[src/rtl/serial_add_sequencer.sv]
// Serial add/subtract sequencer: one shared 4-bit adder slice processes one
// nibble per clock, LSB nibble first, and presents a registered result with
// carry-out and signed overflow under a valid/ready handshake.
module serial_add_sequencer #(
   parameter int NIBBLES = 4
) (
   input  logic                   clk,
   input  logic                   rst_n,
   input  logic                   start_valid,
   output logic                   start_ready,
   input  logic [4*NIBBLES-1:0]   a,
   input  logic [4*NIBBLES-1:0]   b,
   input  logic                   cin,
   input  logic                   sub,
   output logic [4*NIBBLES-1:0]   result,
   output logic                   cout,
   output logic                   overflow,
   output logic                   res_valid,
   input  logic                   res_ready,
   output logic                   busy
);

   localparam int W  = 4 * NIBBLES;
   localparam int IW = (NIBBLES > 1) ? $clog2(NIBBLES) : 1;
   localparam logic [IW-1:0] LAST_IDX = IW'(NIBBLES - 1);

   typedef enum logic [1:0] {
      S_IDLE,
      S_ADD,
      S_DONE
   } state_t;

   state_t         state_q, state_d;
   logic [W-1:0]   a_q, a_d;
   logic [W-1:0]   b_q, b_d;
   logic           carry_q, carry_d;
   logic [IW-1:0]  idx_q, idx_d;
   logic [W-1:0]   result_q, result_d;
   logic           cout_q, cout_d;
   logic           overflow_q, overflow_d;
   logic           res_valid_q, res_valid_d;
   logic           start_ready_q, start_ready_d;
   logic           busy_q, busy_d;

   logic [3:0]     a_nib;
   logic [3:0]     b_nib;
   logic [3:0]     slice_sum;
   logic           slice_carry;

   // Shared slice adder on the nibble selected by the index, plus next-state decode
   always_comb begin
      state_d       = state_q;
      a_d           = a_q;
      b_d           = b_q;
      carry_d       = carry_q;
      idx_d         = idx_q;
      result_d      = result_q;
      cout_d        = cout_q;
      overflow_d    = overflow_q;
      res_valid_d   = res_valid_q;

      a_nib                    = a_q[{idx_q, 2'b00} +: 4];
      b_nib                    = b_q[{idx_q, 2'b00} +: 4];
      {slice_carry, slice_sum} = {1'b0, a_nib} + {1'b0, b_nib} + {4'b0000, carry_q};

      case (state_q)
         S_IDLE: begin
            if (start_valid) begin
               state_d     = S_ADD;
               a_d         = a;
               b_d         = sub ? ~b : b;
               carry_d     = sub ? 1'b1 : cin;
               idx_d       = '0;
               res_valid_d = 1'b0;
            end
         end
         S_ADD: begin
            result_d[{idx_q, 2'b00} +: 4] = slice_sum;
            carry_d                       = slice_carry;
            if (idx_q == LAST_IDX) begin
               state_d     = S_DONE;
               idx_d       = '0;
               cout_d      = slice_carry;
               overflow_d  = (a_q[W-1] == b_q[W-1]) && (slice_sum[3] != a_q[W-1]);
               res_valid_d = 1'b1;
            end else begin
               idx_d = idx_q + 1'b1;
            end
         end
         S_DONE: begin
            if (res_ready) begin
               state_d     = S_IDLE;
               res_valid_d = 1'b0;
            end
         end
         default: begin
            state_d = S_IDLE;
         end
      endcase

      start_ready_d = (state_d == S_IDLE);
      busy_d        = (state_d != S_IDLE);
   end

   // State and datapath registers; reset discards any operation in flight
   always_ff @(posedge clk or negedge rst_n) begin
      if (!rst_n) begin
         state_q       <= S_IDLE;
         a_q           <= '0;
         b_q           <= '0;
         carry_q       <= 1'b0;
         idx_q         <= '0;
         result_q      <= '0;
         cout_q        <= 1'b0;
         overflow_q    <= 1'b0;
         res_valid_q   <= 1'b0;
         start_ready_q <= 1'b1;
         busy_q        <= 1'b0;
      end else begin
         state_q       <= state_d;
         a_q           <= a_d;
         b_q           <= b_d;
         carry_q       <= carry_d;
         idx_q         <= idx_d;
         result_q      <= result_d;
         cout_q        <= cout_d;
         overflow_q    <= overflow_d;
         res_valid_q   <= res_valid_d;
         start_ready_q <= start_ready_d;
         busy_q        <= busy_d;
      end
   end

   assign start_ready = start_ready_q;
   assign busy        = busy_q;
   assign result      = result_q;
   assign cout        = cout_q;
   assign overflow    = overflow_q;
   assign res_valid   = res_valid_q;

endmodule

[config.mk]
export PLATFORM = sky130hd
export DESIGN_NAME = serial_add_sequencer
export DESIGN_NICKNAME = d
export VERILOG_FILES = /design/src/rtl/serial_add_sequencer.sv
export SDC_FILE = /design/constraint.sdc
export NUM_CORES = 1
export LEC_CHECK = 0
export CORE_MARGIN = 8
export CORE_UTILIZATION = 67
export CTS_CLUSTER_DIAMETER = 120
export DETAILED_ROUTE_END_ITERATION = 8
export DONT_BUFFER_PORTS = 1
export GPL_TIMING_DRIVEN = 0
export PLACE_DENSITY_LB_ADDON = 0.15
export SYNTH_ARGS = -nofsm -noshare
export SYNTH_HDL_FRONTEND = slang
export SYNTH_SLANG_ARGS = --single-unit
[constraint.sdc]
create_clock -name clk -period 6.23 [get_ports clk]
set_clock_uncertainty 0.1 [all_clocks]
set_input_delay 1.246 -clock clk [delete_from_list [all_inputs] [get_ports clk]]
set_output_delay 1.246 -clock clk [all_outputs]
set_load 0.1 [all_outputs]
==> results_dict.tcl <==
set metrics [dict create \
    ys_warn_count 0 \
    syn-mean-instance-area_um2 11.9 \
    tightest_slew_ns 0.934 \
    place_area_um2 2850 \
    yosysTopAreaCell "dfrtp_1" \
    drive_gt1_frac 0.208 \
    dieArea_um2 6470 \
    drt-wirelength-per-cell_um 19.6 \
    cts-root-buf "clkbuf_8" \
    area_growth_pct 8.81 \
    fin_area_um2 3030 \
    chipHeight_um 80.4 \
    cts_resized 0 \
    viasPerCell 6.13 \
    synth_xor_area_frac 0.0535 \
    synth_edf_count 0 \
    dpl_worst_slack_ns 3.25 \
    worstRegToRegCells 7 \
    cts_tree "done" \
    numClockSinks 58 \
    io_buffers 0 \
    fmax_ghz 0.332 \
    htree_levels 3 \
    netlist_instances 234 \
    outcome "complete, no violations" \
    rrSetupSlack_ns 3.21 \
    grt_pass1_vias 1974 \
    fin_tns_setup_ns 0 \
    post_cts.repair.setup_buffers 0 \
    hold_path.class "reg2reg" \
    synth_area_um2 2780 \
    antenna_found_initial 0 \
    synthAdderAreaFrac 0.0549 \
    critical_path.endpoint_type "register" \
    clk_pin_slew_ns 0.06 \
    crit_path_end "overflow$_DFFE_PN0P_" \
    rsz0062_at_grt "no" \
    worstPathRequired_ns 6.39 \
    synth_nets 283 \
    drc_errors 0 \
    multi_input_area_um2 1240 \
    drt_iter0_drc 172 \
    ys_ff_latch 58 \
    seqCellArea_um2 1450 \
    slowest_stage "mux4_2" \
    drtAntennaViolNets 0 \
    drv_cap 0 \
    r2r_start "idx_q[0]$_DFFE_PN0P_" \
    maxUsedRoutingLayer "met4" \
    diodes 0 \
    async_flop_share 1.00 \
    io_pins 59 \
    wirelength_mm 5.87 \
    dpl.hpwl_mm 4.26 \
    synth_top_area_share 0.513 \
    setup_viol 0 \
    synthFlopType "dfrtp_1" \
    finalNonFillerCells 300 \
    grt_max_degree 59 \
    clock_latency_ns 0.34 \
    firstDrtPassIters 4 \
    path_max_fanout 10 \
    core_area_um2 4000 \
    slowest_delay_ns 0.56 \
    startpoint_type "register" \
    route.met2.wl_mm 2.92 \
    holdBufCountCts 0 \
    crit_chain "buf_2, mux4_2, ha_1, a21oi_1, a21oi_1, or4_4, a41oi_2" \
    initial_core_util 0.696 \
    dr_wl_met3_um 490 \
    setup_slack_ns 3.21 \
    crit_path_frequent_cell "a21oi_1" \
    final_nets 294 \
    regToRegEndpoint "overflow$_DFFE_PN0P_" \
    synth_top_family_by_area "multiplexers" \
    die_width_um 80.4 \
    synthMuxAreaShare 0.137 \
    routabilityCongestion 0.838 \
    arrival_ns 3.17 \
    period_needed_ns 3.02 \
    overflow 0 \
    hold_viol 0 \
    crit_start "idx_q[0]$_DFFE_PN0P_" \
    synth_compound_area_frac 0.112 \
    nFillCells 266 \
    m1WireLength_mm 2.39 \
    relSlewSlack 0.377 \
    rows 23 \
    via_count 1838 \
    maxSlewViolCount 0 \
    cts_buffers 9 \
    min_period_over_period 0.484 \
    ys_seq_area_frac 0.522 \
    grt_pass1_wl_mm 9.82 \
    synthSimpleGateAreaFrac 0.0881 \
    track_usage 0.200 \
    post_synth_num_cell_types 32 \
    worstSetupPathType "reg2reg" \
    cts_buffer_depth 2 \
    synth_area_leaders "dfrtp_1, mux2_2, mux4_2" \
    dp.cells 284 \
]
-- cells in the final DEF, fill, tap and decap left out, types with 2 or more instances in the layout --
cell type  synthesis  final
a21oi_1           22     22
a22o_1            10     10
buf_2              7      7
clkbuf_1           3      5
clkbuf_8           0     12
clkinv_2           0      2
dfrtp_1           57     57
fa_1               2      2
ha_1               9      9
inv_1             10     10
mux2_2            16     16
mux2i_1            2      2
mux4_2             8      8
nand2_1           17     17
nand3b_1           3      3
nor2_1            25     25
o21ai_0            3      3
o31ai_1            8      8
or3_1              2      2
xnor2_1           16     16
-- routing by layer --
layer | global-route usage | vias to the layer above
met5 | 0 | -
met4 | 0.0927 | 0
met3 | 0.0580 | 7
met2 | 0.313 | 66
met1 | 0.249 | 920
li1 | - | 845
-- cells by family (layout without fill, tap and decap cells) --
kind of cell | after synthesis | after routing
DFF | 58 | 58
and+or+nand+nor | 54 | 54
AOI/OAI and AO/OA | 47 | 47
muxes | 26 | 26
buffers and inverters | 21 | 37
xor gates and xnor gates | 17 | 17
adders and majority gates | 11 | 11
-- worst min-delay path by stage --
stage / from / endpoint / cells past startpoint / slack [ns]
2_1_floorplan: a_q[8]$_DFFE_PN0P_ / a_q[8]$_DFFE_PN0P_ / 1 / 0.38
3_3_place_gp: a_q[10]$_DFFE_PN0P_ / a_q[10]$_DFFE_PN0P_ / 1 / 0.38
4_1_cts: a_q[14]$_DFFE_PN0P_ / a_q[14]$_DFFE_PN0P_ / 1 / 0.40
6_report: a_q[14]$_DFFE_PN0P_ / a_q[14]$_DFFE_PN0P_ / 1 / 0.40
5_1_grt: a_q[14]$_DFFE_PN0P_ / a_q[14]$_DFFE_PN0P_ / 1 / 0.41
3_5_place_dp: a_q[14]$_DFFE_PN0P_ / a_q[14]$_DFFE_PN0P_ / 1 / 0.39
-- area by class of cell --
type / count / share of cell area
clock buffer: 14 / 0.0570
buffer: 11 / 0.0178
sequential: 58 / 0.480
multi-input combinational: 155 / 0.409
clock inverter: 2 / 0.00331
tap: 50 / 0.0207
inverter: 10 / 0.0124
-- worst max-delay path: cells and delay by family, from the launching register on --
family / cells / cell delay, ns
fa+ha+maj: 1 / 0.39
flops: 1 / 0.48
compound gates: 3 / 0.54
mux: 1 / 0.56
buf+inv: 1 / 0.37
simple gates: 1 / 0.50
-- Yosys cell counts (2+ instances only) --
master / number
buf_2: 7
mux2_2: 16
ha_1: 9
mux4_2: 8
xnor2_1: 16
or3_1: 2
clkbuf_1: 3
a22o_1: 10
fa_1: 2
o21ai_0: 3
o31ai_1: 8
dfrtp_1: 57
nor2_1: 25
mux2i_1: 2
inv_1: 10
nand3b_1: 3
a21oi_1: 22
nand2_1: 17
-- state kept, by name, indices dropped and copies added, names as in the netlist --
register	count
result	16
state_q	2
idx_q	2
res_valid	1
start_ready	1
busy	1
overflow	1
a_q	16
cout	1
carry_q	1
b_q	16
-- stage by stage --
stage          hold slack, ns  utilization
3_5_place_dp            0.391        0.711
4_1_cts                 0.405        0.757
2_1_floorplan           0.375            -
3_3_place_gp            0.384        0.711
6_report                0.402        0.757
5_1_grt                 0.412        0.757
Power is left out: the tool's default activity adds up to more than one toggle a clock period on the data nets, which glitch-free logic cannot reach.
